## src/rtl/fnd_message_scheduler.sv

```systemverilog
// Picks what the 7-segment word shows: latched result, timed banner (ERROR/HAPPY/operator) or NULL.
// One-cycle latency from request to fnd_serial/busy/state; no backpressure, lower-priority banners are dropped.
module fnd_message_scheduler #(
    parameter int unsigned HOLD_CYCLES = 25_000_000
) (
    input  logic        clk,
    input  logic        rst,
    input  logic        clr,
    input  logic        result_valid,
    input  logic [31:0] result_data,
    input  logic        op_valid,
    input  logic [2:0]  op_code,
    input  logic        err_valid,
    input  logic        happy_valid,
    output logic [31:0] fnd_serial,
    output logic        busy,
    output logic [1:0]  state
);

    localparam int unsigned CNT_W = 25;
    localparam logic [CNT_W-1:0] HOLD_LOAD = CNT_W'(HOLD_CYCLES - 1);

    localparam logic [31:0] C_NULL     = 32'h00CC_0000;
    localparam logic [31:0] C_ERROR    = 32'h00EE_0000;
    localparam logic [31:0] C_PLUS     = 32'h0010_0000;
    localparam logic [31:0] C_MINUS    = 32'h0020_0000;
    localparam logic [31:0] C_MULTIPLE = 32'h0030_0000;
    localparam logic [31:0] C_DIVID    = 32'h0040_0000;
    localparam logic [31:0] C_MODULO   = 32'h0050_0000;
    localparam logic [31:0] C_HAPPY    = 32'h00A0_0000;

    localparam logic [1:0] PRI_NONE  = 2'd0;
    localparam logic [1:0] PRI_OP    = 2'd1;
    localparam logic [1:0] PRI_HAPPY = 2'd2;
    localparam logic [1:0] PRI_ERR   = 2'd3;

    typedef enum logic [1:0] {
        S_BLANK  = 2'd0,
        S_RESULT = 2'd1,
        S_MSG    = 2'd2
    } state_t;

    state_t           r_state;
    logic [31:0]      r_fnd;
    logic             r_busy;
    logic [CNT_W-1:0] r_cnt;
    logic [31:0]      r_last;
    logic             r_have;
    logic [1:0]       r_pri;

    logic             w_in_range;
    logic [31:0]      w_latched;
    logic             w_req;
    logic [1:0]       w_req_pri;
    logic [31:0]      w_req_code;
    logic             w_load;
    logic             w_have_nxt;
    logic [31:0]      w_last_nxt;

    assign w_in_range = ($signed(result_data) >= -32'sd99999) &&
                        ($signed(result_data) <= 32'sd999999);
    assign w_latched  = w_in_range ? result_data : C_ERROR;
    assign w_have_nxt = result_valid | r_have;
    assign w_last_nxt = result_valid ? w_latched : r_last;

    // Banner request decode; an unknown operator code escalates to an error banner.
    always_comb begin
        w_req      = 1'b0;
        w_req_pri  = PRI_NONE;
        w_req_code = C_NULL;
        if (err_valid) begin
            w_req      = 1'b1;
            w_req_pri  = PRI_ERR;
            w_req_code = C_ERROR;
        end else if (happy_valid) begin
            w_req      = 1'b1;
            w_req_pri  = PRI_HAPPY;
            w_req_code = C_HAPPY;
        end else if (op_valid) begin
            w_req     = 1'b1;
            w_req_pri = PRI_OP;
            case (op_code)
                3'd1:    w_req_code = C_PLUS;
                3'd2:    w_req_code = C_MINUS;
                3'd3:    w_req_code = C_MULTIPLE;
                3'd4:    w_req_code = C_DIVID;
                3'd5:    w_req_code = C_MODULO;
                default: begin
                    w_req_pri  = PRI_ERR;
                    w_req_code = C_ERROR;
                end
            endcase
        end
    end

    // A banner preempts the current one only at equal or higher priority; this also beats expiry.
    always_comb begin
        w_load = 1'b0;
        if (w_req) begin
            case (r_state)
                S_BLANK, S_RESULT: w_load = 1'b1;
                S_MSG:             w_load = (w_req_pri >= r_pri);
                default:           w_load = 1'b0;
            endcase
        end
    end

    always_ff @(posedge clk) begin
        if (rst) begin
            r_state <= S_BLANK;
            r_fnd   <= C_NULL;
            r_busy  <= 1'b0;
            r_cnt   <= '0;
            r_last  <= '0;
            r_have  <= 1'b0;
            r_pri   <= PRI_NONE;
        end else if (clr) begin
            r_state <= S_BLANK;
            r_fnd   <= C_NULL;
            r_busy  <= 1'b0;
            r_cnt   <= '0;
            r_last  <= '0;
            r_have  <= 1'b0;
            r_pri   <= PRI_NONE;
        end else begin
            if (result_valid) begin
                r_last <= w_latched;
                r_have <= 1'b1;
            end
            if (w_load) begin
                r_state <= S_MSG;
                r_fnd   <= w_req_code;
                r_busy  <= 1'b1;
                r_cnt   <= HOLD_LOAD;
                r_pri   <= w_req_pri;
            end else begin
                case (r_state)
                    S_BLANK, S_RESULT: begin
                        if (result_valid) begin
                            r_state <= S_RESULT;
                            r_fnd   <= w_latched;
                        end
                    end
                    S_MSG: begin
                        if (r_cnt == '0) begin
                            r_busy <= 1'b0;
                            r_pri  <= PRI_NONE;
                            if (w_have_nxt) begin
                                r_state <= S_RESULT;
                                r_fnd   <= w_last_nxt;
                            end else begin
                                r_state <= S_BLANK;
                                r_fnd   <= C_NULL;
                            end
                        end else begin
                            r_cnt <= r_cnt - CNT_W'(1);
                        end
                    end
                    default: begin
                        r_state <= S_BLANK;
                        r_fnd   <= C_NULL;
                        r_busy  <= 1'b0;
                        r_cnt   <= '0;
                        r_pri   <= PRI_NONE;
                    end
                endcase
            end
        end
    end

    assign fnd_serial = r_fnd;
    assign busy       = r_busy;
    assign state      = r_state;

endmodule

```

## config.mk

```make
export PLATFORM = sky130hd
export DESIGN_NAME = fnd_message_scheduler
export DESIGN_NICKNAME = d
export VERILOG_FILES = /design/src/rtl/fnd_message_scheduler.sv
export SDC_FILE = /design/constraint.sdc
export NUM_CORES = 1
export LEC_CHECK = 0
export CAP_MARGIN = 10
export CORE_MARGIN = 2
export CORE_UTILIZATION = 50
export DETAILED_ROUTE_END_ITERATION = 10
export DONT_BUFFER_PORTS = 1
export SLEW_MARGIN = 20
export SYNTH_ARGS = -nofsm -noshare
export SYNTH_HDL_FRONTEND = slang
export SYNTH_SLANG_ARGS = --single-unit
```

## constraint.sdc

```tcl
create_clock -name clk -period 6.7 [get_ports clk]
set_input_delay 1.005 -clock clk [delete_from_list [all_inputs] [get_ports clk]]
set_output_delay 1.005 -clock clk [all_outputs]
set_load 0.01 [all_outputs]
```

## After elaboration in Yosys (flattened, before gate mapping)

Cells that the tools add are included.

- Add/subtract/negate cells: 1
- Magnitude comparators: 3
- Reduce and logical (&&, ||, !) cells: 12
- Equality and inequality tests: 14
- Muxes and demuxes: 34
- Bitwise logic cells: 2

Operators by type and width:

| operator | count |
|---|---|
| $mux 32 | 6 |
| $pmux 24 s5 | 1 |
| $mux 24 | 3 |
| $pmux 32 s2 | 1 |
| $mux 25 | 2 |
| $pmux 25 s2 | 1 |
| $ge 32x18->1 const B | 1 |
| $le 32x21->1 const B | 1 |
| $logic_not 25->1 | 1 |
| $sub 25x1->25 const B | 1 |
| $mux 2 | 9 |
| $reduce_and 2->1 | 5 |
| $ne 3x3->1 const B | 3 |
| $ne 2x2->1 const B | 4 |
| $pmux 2 s2 | 2 |
| $mux 1 | 7 |
| $eq 3x2->1 const B | 2 |
| $eq 3x3->1 const B | 2 |
| $reduce_or 5->1 | 1 |
| $pmux 1 s2 | 2 |
| $reduce_or 2->1 | 2 |
| $eq 3x1->1 const B | 1 |
| $reduce_or 3->1 | 1 |
| $eq 2x1->1 const B | 1 |
| 6 further kinds | 6 |

- Bits in registers: 95
- Logic and storage cells: 75
- Input bits: 42
- Output and inout port bits: 35

## Logic depth before layout (Yosys ltp)

- Word-level depth: 11
- Mapped depth: 13
- Mapped depth without buffers: 11

## Worst setup path before layout

OpenSTA, ideal clock, no wires.

- Kind: input to register
- Start: in op_code[2]
- End: reg r_fnd[10] (netlist: fnd_serial[10])
- Path slack: 3.343 ns
- Buffers on the path: 2
- Data required time: 6.643 ns
- Arrival time: 3.300 ns
- Stages: 13
- Cells stage by stage: inv_1 nand2_1 o21ai_0 a211o_1 ha_1 nor2b_1 a221oi_2 o21ai_1 nor2_8 and3_1 buf_6 buf_12 a21o_1

- Longest elaborated chain between the ends: 11
- Elaborated cells on any way between the ends: 17

Ends and longest elaborated chain:

| element | RTL line | text |
|---|---|---|
| start, declared | 12 | `input logic [2:0] op_code,` |
| $eq 3x3->1 (tied with other cells) | 82 | `case (op_code)` |
| $reduce_or 5->1 (no source line) (*) | n/a |  |
| $mux 2 (*) | 82 |  |
| $mux 2 (*) | 79 | `end else if (op_valid) begin` |
| $mux 2 (*) | 75 | `end else if (happy_valid) begin` |
| $mux 2 (*) | 71 | `if (err_valid) begin` |
| $ge 2x2->1 (*) | 102 | `S_MSG: w_load = (w_req_pri >= r_pri);` |
| $pmux 1 s2 (*) | 100 | `case (r_state)` |
| $mux 1 (*) | 99 | `if (w_req) begin` |
| $ne 3x3->1 (no source line) | n/a |  |
| $reduce_and 2->1 (no source line) | n/a |  |
| end signal, assigned | 132 | `r_fnd <= w_req_code;` |
| end signal, assigned | 141 | `r_fnd <= w_latched;` |
| end signal, assigned | 150 | `r_fnd <= w_last_nxt;` |
| end, declared | 44 | `logic [31:0] r_fnd;` |

Mark *: on every way between the ends. The rest lies on a longest branch, timed or not.
A chain may end at the register's enable or synchronous reset.

## Worst setup path in the final report

- Start: in op_code[2]
- End: reg r_fnd[15] (netlist: fnd_serial[15])

Same word-level chain as after synthesis.

==> reports/metrics.yaml <==
clocking:
  htreeDepth: 3
  clk_pin_slew_worst_paths_ps: 100
  ctsResizeCount: 0
  numCtsBuffers: 9
  hold_buffers: 0
  cts-root-buf: "clkbuf_8"
  cts_buffer_depth: 2
  clk_latency_ps: 370
  tritoncts: "yes"
  cts_setup_buffers: 0
  clock_sinks: 95
drt:
  viasPerCell: 6.288
  wl_mm: 11.04
  vias: 3710
  wire_per_inst_um: 18.71
  first_pass_iters: 4
  ant_nets: 0
  drt_iter0_markers: 166
  drc: 0
sta:
  timing.fmax_mhz: 276.0
  rsz0062_at_grt: "no"
  slew_violations: 0
  timing.final.crit_share_pct: 54.08
  final_hold_viol_count: 0
  setup_tns_ps: 0
  worstMarginPinSlew_ps: 892.8
  fin_worst_skew_ps: 12.01
  period_needed_ps: 3624
  setup_violations: 0
  max-slew-margin-rel_pct: 40.02
pwr:
  netSwitchingPower_mw: 0.3023
  swShare_pct: 28.52
  clkPwrFrac_pct: 34.4
  leakagePower_nw: 1.830
  p_seq_share_pct: 55.7
  comb_power_share_pct: 9.9
  p_per_area_nw_per_um2: 230.9
  peakVddDrop_mv: 0.1253
  intPower_mw: 0.7576
worst_setup_path:
  crit_required_ps: 7020
  worstSetupPathType: "in2reg"
  cp.depth: 11
  cpMaxStageDelayCell: "and3_1"
  regToRegStartpoint: "r_cnt[0]$_SDFFE_PP0P_"
  arrival_ps: 3940
  setup.worst_path.start: "op_code[2]"
  crit_chain: "inv_1 -> nand2_1 -> o21ai_0 -> a211o_1 -> ha_1 -> nor2b_1 -> a221oi_2 -> o21ai_1 -> nor2_8 -> and3_1 -> a21o_1"
  max_stage_delay_ps: 650
  crit_end: "fnd_serial[15]$_SDFFE_PP0P_"
  crit_path_max_fanout: 17
  reg2reg_slack_ps: 3610
  cp_top_family: "compound AO/OA/AOI/OAI gates"
  rr_endpoint: "fnd_serial[15]$_SDFFE_PP0P_"
  startpoint_type: "input port"
  crit_path_end_kind: "register"
  rr_worst_depth: 8
  critPathBufInv: 1
synth:
  syn_nets: 533
  yosys_warnings: 0
  avgSynthCellArea_um2: 8.993
  yosysUniqueCellTypes: 62
  syn_inst: 486
  synth_seq_cells: 95
  synth_top_family_by_area: "compound AO/OA/AOI/OAI gates"
  synth.mux.area_fraction_pct: 0.2290
  synth-edff-count: 0
  yosys.area_share.simple_pct: 20.76
  syn-cell-area_um2: 4370
  ys.flop_type: "dfxtp_1"
  yosysSeqAreaShare_pct: 43.52
  synth_compound_area_share_pct: 29.00
  synthAdderAreaFrac_pct: 1.431
  async_flop_share_pct: 0
  synth-xor-area-share_pct: 0.8016
finish:
  fin_cells: 590
  syn2layout_area_growth_pct: 5.010
  seq_area_um2: 1902
  multiInputGateArea_um2: 2287
  finalNetCount: 524
  antenna_cells: 0
  drive_above_1_share_pct: 8.299
  fillCellCount: 838
placed_design:
  dp_hpwl_mm: 7.793
  gp_congestion: 0.8302
  placed_cells: 574
  port_buffers: 0
outcome:
  status: "finished, final reports clean"
floorplan:
  rows: 34
  dieArea_um2: 9504
  fp.coreArea_um2: 8593
  io_pins: 77
  dieWidth_um: 97.49
  initial_core_util_pct: 50.86
  die_h_um: 97.49
grt:
  antenna_found_initial: 0
  gr-usage-all-layers_pct: 23.82
  grt_pass1_vias: 3601
  grt_pass1_wl_mm: 18.49
  grt_max_degree: 27
  grt_overflow_total: 0
flow_run:
  max-cap-violations: 0
worst_hold_path:
  min_path_cells: 1
  hp-class: "reg2reg"
## metrics by stage
step	cell area, um2	hold WS, ps	total power, mW	worst slack (ps)	utilization, %
after global routing	4589	483.9	1.105	2871	53.41
after global placement	4398	435.6	0.7059	2764	51.18
final	4589	465.7	1.060	3077	53.41
after floorplan	4370	422.5	0.6832	3343	-
after CTS	4584	469.2	1.068	3041	53.35
after detailed placement	4398	438.0	0.7073	2645	51.18
## routing by layer
metal  wire, um  share of wire [%]  global-route usage [%]  up-vias
met4        168                1.5                   7.372        0
li1           -                  -                       -     1841
met3        606                5.5                   6.115       14
met1       5083                 46                   30.79     1755
met2       5182                 47                   39.20      100
met5          0                  0                       0        -
## cells by family (layout without fill, tap and decap cells)
| kind of cell | count (synthesis) | after routing |
|---|---|---|
| fa+ha+maj | 5 | 5 |
| mux | 1 | 1 |
| buf+inv | 36 | 32 |
| flops | 95 | 95 |
| compound gates | 172 | 172 |
| xor+xnor | 4 | 4 |
| simple gates | 173 | 173 |
## sequential cells by signal (all words and copies together), names as in the netlist
| register | count |
|---|---|
| r_pri | 2 |
| r_last | 32 |
| state | 2 |
| fnd_serial | 32 |
| r_cnt | 25 |
| r_have | 1 |
| busy | 1 |
## layout by cell type, fill, tap and decap left out, types with 5 or more instances in the layout
cell / n
and3_1: 5
nand2_1: 41
a31oi_1: 6
or3_1: 5
o21ai_0: 20
a211oi_1: 16
nor3_1: 21
inv_1: 10
o21a_1: 5
ha_1: 5
nor2_1: 40
or4_1: 9
a311oi_1: 7
nand4_1: 8
a22o_1: 43
buf_4: 5
a21o_1: 18
nor4_1: 9
clkbuf_8: 9
dfxtp_1: 95
nand3_1: 13
a21oi_1: 29
## area by class of cell
class                           count  share of cell area [%]
Clock inverter                      7                   1.363
Multi-Input combinational cell    355                   49.84
Inverter                           11                  0.8997
Clock buffer                        9                   2.699
Sequential cell                    95                   41.44
Tap cell                          108                   2.944
Timing Repair Buffer                5                  0.8179
## power groups by stage
stage / registers (mW) / logic (mW) / clock network, mW
floorplan: 0.600 / 0.0833 / 0
global placement: 0.602 / 0.104 / 0
detailed placement: 0.603 / 0.105 / 0
CTS: 0.590 / 0.105 / 0.374
global route: 0.592 / 0.118 / 0.395
finish: 0.590 / 0.105 / 0.365
## cells in the mapped netlist (2+ instances only)
cell	instances	share of area, %
o22ai_1	4	0.57
o21ai_1	2	0.23
o311a_1	2	0.46
nand3_1	13	1.5
ha_1	5	1.4
nor3_1	21	2.4
a311oi_1	7	1.4
o31ai_1	2	0.34
clkbuf_1	16	1.4
dfxtp_1	95	44
buf_6	4	1.0
a22oi_1	2	0.34
nor4_1	9	1.3
or3_1	5	0.72
a31oi_1	6	0.86
buf_2	4	0.46
and3_1	5	0.72
or2_2	4	0.57
a211oi_1	16	2.7
nor2b_1	2	0.29
o21ai_0	20	2.3
and4_1	2	0.40
a21o_1	18	3.1
nand2b_1	3	0.43
nand4_1	8	1.1
o221a_2	2	0.52
xnor2_1	3	0.60
or4_1	9	1.5
a22o_1	43	8.6
a21oi_1	29	3.3
nand2_1	41	3.5
o311ai_0	2	0.40
o21a_1	5	0.86
nor2_1	40	3.4
inv_1	10	0.86
## worst min-delay path by stage
stage | start | to | slack, ps
floorplan | r_last[22]$_SDFF_PP0_ | r_last[22]$_SDFF_PP0_ | 420
global placement | r_last[23]$_SDFF_PP0_ | r_last[23]$_SDFF_PP0_ | 440
detailed placement | r_last[22]$_SDFF_PP0_ | r_last[22]$_SDFF_PP0_ | 440
CTS | r_last[21]$_SDFF_PP0_ | r_last[21]$_SDFF_PP0_ | 470
global route | r_last[23]$_SDFF_PP0_ | r_last[23]$_SDFF_PP0_ | 480
finish | r_last[21]$_SDFF_PP0_ | r_last[21]$_SDFF_PP0_ | 470
(Power assumes the default switching activity.)
